**config.mk**
```make
export PLATFORM = sky130hd
export DESIGN_NAME = fetch_decode_skid_buffer
export DESIGN_NICKNAME = d
export VERILOG_FILES = /design/src/rtl/fetch_decode_skid_buffer_pkg.sv /design/src/rtl/fetch_decode_skid_buffer_pipe_slot.sv /design/src/rtl/fetch_decode_skid_buffer.sv
export SDC_FILE = /design/constraint.sdc
export NUM_CORES = 1
export LEC_CHECK = 0
export CORE_ASPECT_RATIO = 1.2
export CORE_UTILIZATION = 30
export CTS_CLUSTER_SIZE = 12
export DETAILED_ROUTE_END_ITERATION = 10
export MAX_ROUTING_LAYER = met4
export PLACE_DENSITY_LB_ADDON = 0.2
export SETUP_SLACK_MARGIN = 0.3
export SLEW_MARGIN = 20
export SYNTH_ARGS = -nofsm -noshare
export SYNTH_HDL_FRONTEND = slang
export SYNTH_SLANG_ARGS = --single-unit
```
**constraint.sdc**
```tcl
create_clock -name i_clk -period 2 [get_ports i_clk]
set_input_delay 0.5 -clock i_clk [delete_from_list [all_inputs] [get_ports i_clk]]
set_output_delay 0.5 -clock i_clk [all_outputs]
set_load 0.01 [all_outputs]
```
**src/rtl/fetch_decode_skid_buffer_pkg.sv**
```systemverilog
// ============================================================================
// Module   : fetch_decode_skid_buffer_pkg
// Brief    : Shared pipeline-stage defaults and entry layout for stage buffers.
// Revision : 1.0 - initial release
// ============================================================================
`default_nettype none

package fetch_decode_skid_buffer_pkg;

  localparam int c_PC_W    = 32;
  localparam int c_INSTR_W = 16;

  localparam logic [c_INSTR_W-1:0] c_NOP_INSTR = '0;

  // Entry layout shared by every stage buffer: pc on top, interrupt tag at bit 0.
  typedef struct packed {
    logic [c_PC_W-1:0]    pc;
    logic [c_INSTR_W-1:0] instr;
    logic                 interrupt;
  } fd_entry_t;

endpackage

`default_nettype wire

```
**src/rtl/fetch_decode_skid_buffer_pipe_slot.sv**
```systemverilog
// ============================================================================
// Module   : fetch_decode_skid_buffer_pipe_slot
// Brief    : Single entry register with valid flag, load and clear controls.
// Revision : 1.0 - initial release
// ============================================================================
`default_nettype none

module fetch_decode_skid_buffer_pipe_slot #(
  parameter int W = 8
) (
  input  logic         i_clk,
  input  logic         i_reset,
  input  logic         i_load,
  input  logic         i_clear,
  input  logic [W-1:0] i_data,
  output logic         o_valid,
  output logic [W-1:0] o_data
);

  logic         r_valid;
  logic [W-1:0] r_data;

  // Clear only drops the valid flag; the payload is left in place.
  always_ff @(posedge i_clk) begin
    if (i_reset) begin
      r_valid <= 1'b0;
      r_data  <= '0;
    end else if (i_clear) begin
      r_valid <= 1'b0;
    end else if (i_load) begin
      r_valid <= 1'b1;
      r_data  <= i_data;
    end
  end

  assign o_valid = r_valid;
  assign o_data  = r_data;

endmodule

`default_nettype wire

```
**src/rtl/fetch_decode_skid_buffer.sv**
```systemverilog
// ============================================================================
// Module   : fetch_decode_skid_buffer
// Brief    : Fetch-to-decode 2-entry skid buffer with flush and occupancy.
// Revision : 1.0 - initial release
// ============================================================================
`default_nettype none

module fetch_decode_skid_buffer
  import fetch_decode_skid_buffer_pkg::*;
#(
  parameter int                 PC_W      = c_PC_W,
  parameter int                 INSTR_W   = c_INSTR_W,
  parameter logic [INSTR_W-1:0] NOP_INSTR = {INSTR_W{1'b0}}
) (
  input  logic               i_clk,
  input  logic               i_reset,
  input  logic               i_flush,
  input  logic               i_valid,
  output logic               o_ready,
  input  logic [PC_W-1:0]    i_pc,
  input  logic [INSTR_W-1:0] i_instr,
  input  logic               i_interrupt,
  output logic               o_valid,
  input  logic               i_ready,
  output logic [PC_W-1:0]    o_pc,
  output logic [INSTR_W-1:0] o_instr,
  output logic               o_interrupt,
  output logic [1:0]         o_count
);

  localparam int c_ENTRY_W = PC_W + INSTR_W + 1;

  logic                 w_main_v;
  logic                 w_skid_v;
  logic [c_ENTRY_W-1:0] w_main_data;
  logic [c_ENTRY_W-1:0] w_skid_data;
  logic [c_ENTRY_W-1:0] w_in_data;
  logic [c_ENTRY_W-1:0] w_main_in;
  logic                 w_in_fire;
  logic                 w_out_fire;
  logic                 w_main_upd;
  logic                 w_main_load;
  logic                 w_main_clear;
  logic                 w_skid_load;
  logic                 w_skid_clear;
  logic                 w_main_v_nxt;
  logic                 w_skid_v_nxt;
  logic [1:0]           r_count;

  assign w_in_data  = {i_pc, i_instr, i_interrupt};
  assign w_in_fire  = i_valid & o_ready;
  assign w_out_fire = w_main_v & i_ready;
  assign w_main_upd = ~w_main_v | w_out_fire;

  // Skid content always has priority over fresh input to preserve order.
  assign w_main_in    = w_skid_v ? w_skid_data : w_in_data;
  assign w_main_load  = w_main_upd & (w_skid_v | w_in_fire);
  assign w_main_clear = i_flush | (w_main_upd & ~w_skid_v & ~w_in_fire);
  assign w_skid_load  = w_in_fire & w_main_v & ~i_ready;
  assign w_skid_clear = i_flush | (w_main_upd & w_skid_v);

  assign w_main_v_nxt = ~i_flush & (w_main_upd ? (w_skid_v | w_in_fire) : w_main_v);
  assign w_skid_v_nxt = ~i_flush & (w_skid_load | (w_skid_v & ~w_main_upd));

  fetch_decode_skid_buffer_pipe_slot #(.W(c_ENTRY_W)) u_main_slot (
    .i_clk   (i_clk),
    .i_reset (i_reset),
    .i_load  (w_main_load),
    .i_clear (w_main_clear),
    .i_data  (w_main_in),
    .o_valid (w_main_v),
    .o_data  (w_main_data)
  );

  fetch_decode_skid_buffer_pipe_slot #(.W(c_ENTRY_W)) u_skid_slot (
    .i_clk   (i_clk),
    .i_reset (i_reset),
    .i_load  (w_skid_load),
    .i_clear (w_skid_clear),
    .i_data  (w_in_data),
    .o_valid (w_skid_v),
    .o_data  (w_skid_data)
  );

  always_ff @(posedge i_clk) begin
    if (i_reset) begin
      r_count <= 2'd0;
    end else begin
      r_count <= {1'b0, w_main_v_nxt} + {1'b0, w_skid_v_nxt};
    end
  end

  assign o_ready     = ~w_skid_v;
  assign o_valid     = w_main_v;
  assign o_pc        = w_main_data[c_ENTRY_W-1 -: PC_W];
  assign o_instr     = w_main_v ? w_main_data[INSTR_W:1] : NOP_INSTR;
  assign o_interrupt = w_main_v & w_main_data[0];
  assign o_count     = r_count;

endmodule

`default_nettype wire

```
==> Flow_metrics.wiki <==
{| class="wikitable"
! Metric !! Value
|-
| Status || complete, no violations
|-
| Avg Cell Area, Syn || 9.73 sq um
|-
| CTS max path bufs || 2
|-
| FFs w/ async S/R, synth || 0%
|-
| Standard-cell row count || 50
|-
| CTS tree || built
|-
| Post-route DRC || 0
|-
| Initial core utilization || a little over 30%
|-
| Clock transition time at the flip-flop clock pins of the worst setup and hold paths || ~0.07 ns
|-
| Crit end category || primary output
|-
| Net count of the finished layout || between 600 and 700
|-
| Setup-violating endpoint count in the final report || 0
|-
| Initial DRC Count || roughly 140
|-
| Cell types occupying the most area after synthesis || sky130_fd_sc_hd__dfxtp_1 42%, sky130_fd_sc_hd__mux2i_1 20%, sky130_fd_sc_hd__nand2b_1 13%, sky130_fd_sc_hd__a211oi_1 7.5%, sky130_fd_sc_hd__buf_4 5.3%
|-
| CTS buffer count || 9
|-
| Post-synth top flop || sky130_fd_sc_hd__dfxtp_1
|-
| Die W || around 120 microns
|-
| Vias per std cell || 4.72
|-
| # hold bufs at CTS || 0
|-
| Weighted congestion reported at the end of routability-driven placement || between 0.7 and 0.8
|-
| Transition time of the tightest slew-check pin || between 0.6 and 0.7 ns
|-
| Kind of start point of the critical path || register
|-
| Required time at the worst-slack endpoint || 1.50 ns
|-
| Number of enable-type register cells in the synthesized netlist || 0
|-
| Most numerous cell in the Yosys netlist || sky130_fd_sc_hd__dfxtp_1
|-
| Library cell occupying the most area in the post-synthesis netlist || sky130_fd_sc_hd__dfxtp_1
|-
| Global-route wire length before repair || about 19,000 microns
|-
| Height of the die || around 140 microns
|-
| Class of the worst hold path || reg2reg
|-
| Peak clock frequency supported by timing || 603 MHz
|-
| Final standard cell area without fillers || 6380 sq um
|-
| Final number of max-transition violations || 0
|-
| Detailed Place HPWL || 7690 microns
|-
| Leading cell types by count after synthesis || 102 x sky130_fd_sc_hd__dfxtp_1, 99 x sky130_fd_sc_hd__nand2b_1, 98 x sky130_fd_sc_hd__mux2i_1
|-
| Unrepaired setup endpoints after global routing || true
|-
| Synthesis-to-layout area growth || 29.9%
|-
| Seq cells post-synth || between 100 and 150
|-
| Aggregate negative setup slack || 0 ns
|-
| Unique cell type count in the Yosys netlist || 20
|-
| Relative max-transition margin || between 50% and 60%
|-
| Worst Skew || around 0.0059 ns
|-
| Remaining number of nets flagged by the antenna check after routing || 0
|-
| Synthesized instance count || between 500 and 600
|-
| Yosys top cell area share || 41.6%
|-
| Final period utilization || 82.9%
|-
| Synth Cell Area || a little under 5000 sq um
|-
| Clock network latency to the later pin of the worst-skew pair || between 0.3 and 0.4 ns
|-
| Routed WL || around 13,000 microns
|-
| Fraction of layout cells with a size suffix above 1 || 11.8%
|-
| IO Pins || approximately 110
|-
| Arr. time, crit path || about 1.2 ns
|-
| Overall die area || approximately 17,000 sq um
|-
| Maximum vdd drop || approximately 300 uV
|-
| Switching part of the total || a little under a quarter
|-
| Kind of critical path || reg2out
|-
| Max Cap Violations || 0
|-
| Net switching component of the power || about 1.1 mW
|-
| Hold Violations, Final || 0
|-
| YS warnings || 0
|-
| Pint || roughly 3.5 mW
|-
| Share of power burned in the clock network || roughly two fifths
|-
| Total nets after synthesis || 560
|-
| Share of power burned in registers || a little under half
|-
| Count of clock tree sinks || ~100
|-
| Share of synthesized area occupied by flip-flops and latches || between 40 and 50%
|-
| Wire per inst || 16.0 microns
|-
| Routed via count || 3,694
|-
| Post-route minimum period || about 1.7 ns
|-
| H-tree depth || 3
|-
| Power density of the placed cells || between 700 and 800 nW/um^2
|-
| Power share of the combinational group || between 10% and 20%
|-
| CP max FO || 5
|-
| Root buffer cell || sky130_fd_sc_hd__clkbuf_16
|-
| Total global routing track utilization || between 15 and 20%
|-
| Pin count of the biggest net entering global routing || approximately 150
|-
| First drt pass iteration count || 4
|-
| Number of port buffers || 106
|-
| Leakage power || 2.33 nW
|-
| Global route overflow || 0
|-
| Via count of the first global-routing pass || approximately 3,700
|-
| Core Box Area || around 16,000 sq um
|-
| Post-Place Cell Area || 6000 sq um
|-
| Antenna diode count || 0
|-
| Antenna violations before repair || 0
|}
==> worst max-delay path, cell delays in order (launching register included) <==
cell and delay [ns]:
sky130_fd_sc_hd__dfxtp_4 0.41, sky130_fd_sc_hd__clkbuf_16 0.15, sky130_fd_sc_hd__and2_1 0.12, sky130_fd_sc_hd__buf_2 0.13
==> per-layer routing <==
layer	wire [microns]	global-route usage [%]
met4	269	7.20
met5	0	-
met2	6080	25.1
met3	355	2.28
met1	5820	17.7
==> kinds of logic after synthesis <==
group | synth area share [%]
buf+inv | 9.17
flops | 41.6
mux | 20.0
compound gates | 12.8
simple gates | 16.3
fa+ha+maj | 0.255
==> state kept, by name, summed over array words and instances, names as in the netlist <==
signal,cells
u_main_slot.o_data,49
u_skid_slot.o_data,49
o_count,2
u_main_slot.o_valid,1
u_skid_slot.o_valid,1
==> final cells by class <==
class                      instances  area, sq um
multi-input combinational        325         2440
clock buffer                      13          280
clock inverter                     3         40.0
fill                            1557         9450
sequential                       102         2050
inverter                           1         3.75
timing repair buffer             131         1310
tap                              208          260
==> timing repair <==
action / 4_1_cts / 5_1_grt
resized for setup: 103 / 11
cloned: 1 / 5
endpoints found under the setup margin: 51 / 64
hold endpoints to repair: 0 / 0
setup buffers: 1 / 0
==> cell usage in the layout (no fill, tap or decap), drive strengths merged <==
cell           synthesis  final
dfxtp                102    102
bufinv                 0      1
nor3b                  1      1
buf                   48     38
dlygate4sd2            0     34
nor4b                  1      1
or2                    1      1
mux2i                 98     98
clkbuf                29     18
inv                    1      1
nor2                   2      2
nand2b                99     99
clkdlybuf4s50          0     51
nor2b                  2      2
nor3                   2      2
a21oi                 50     50
and2                  18     18
dlymetal6s2s           0      3
clkinv                 0      2
ha                     1      1
o21ba                  1      1
a211oi                49     49
==> metrics by stage <==
| step | util, % | std cells | hold slack, ns | worst slack [ns] | power [mW] |
|---|---|---|---|---|---|
| finish | 40.3 | 783 | 0.470 | 0.343 | 4.55 |
| global placement | 37.9 | 760 | 0.458 | 0.00507 | 2.74 |
| floorplan | - | 505 | 0.448 | 0.331 | 2.51 |
| global route | 40.3 | 783 | 0.492 | 0.289 | 4.75 |
| detailed placement | 37.9 | 760 | 0.461 | -0.0368 | 2.75 |
| CTS | 39.5 | 778 | 0.475 | 0.185 | 4.61 |
==> final timing paths <==
kind,cells past startpoint,endpoint,slack [ns],startpoint
worst min-delay path,2,u_skid_slot.o_data[35],0.47,u_skid_slot.o_data[35]
worst max-delay path,3,o_instr[14],0.34,u_main_slot.o_valid
worst min register to register,2,u_skid_slot.o_data[35],0.47,u_skid_slot.o_data[35]
worst max register to register,6,u_main_slot.o_data[44],0.49,u_main_slot.o_valid
==> power by group through the flow <==
stage	logic [mW]	clock network (mW)	registers (mW)
finish	0.538	1.87	2.14
global route	0.586	2.01	2.15
detailed placement	0.563	0	2.19
floorplan	0.330	0	2.18
CTS	0.536	1.93	2.14
global placement	0.553	0	2.19
Power figures use the tool's default switching activity.
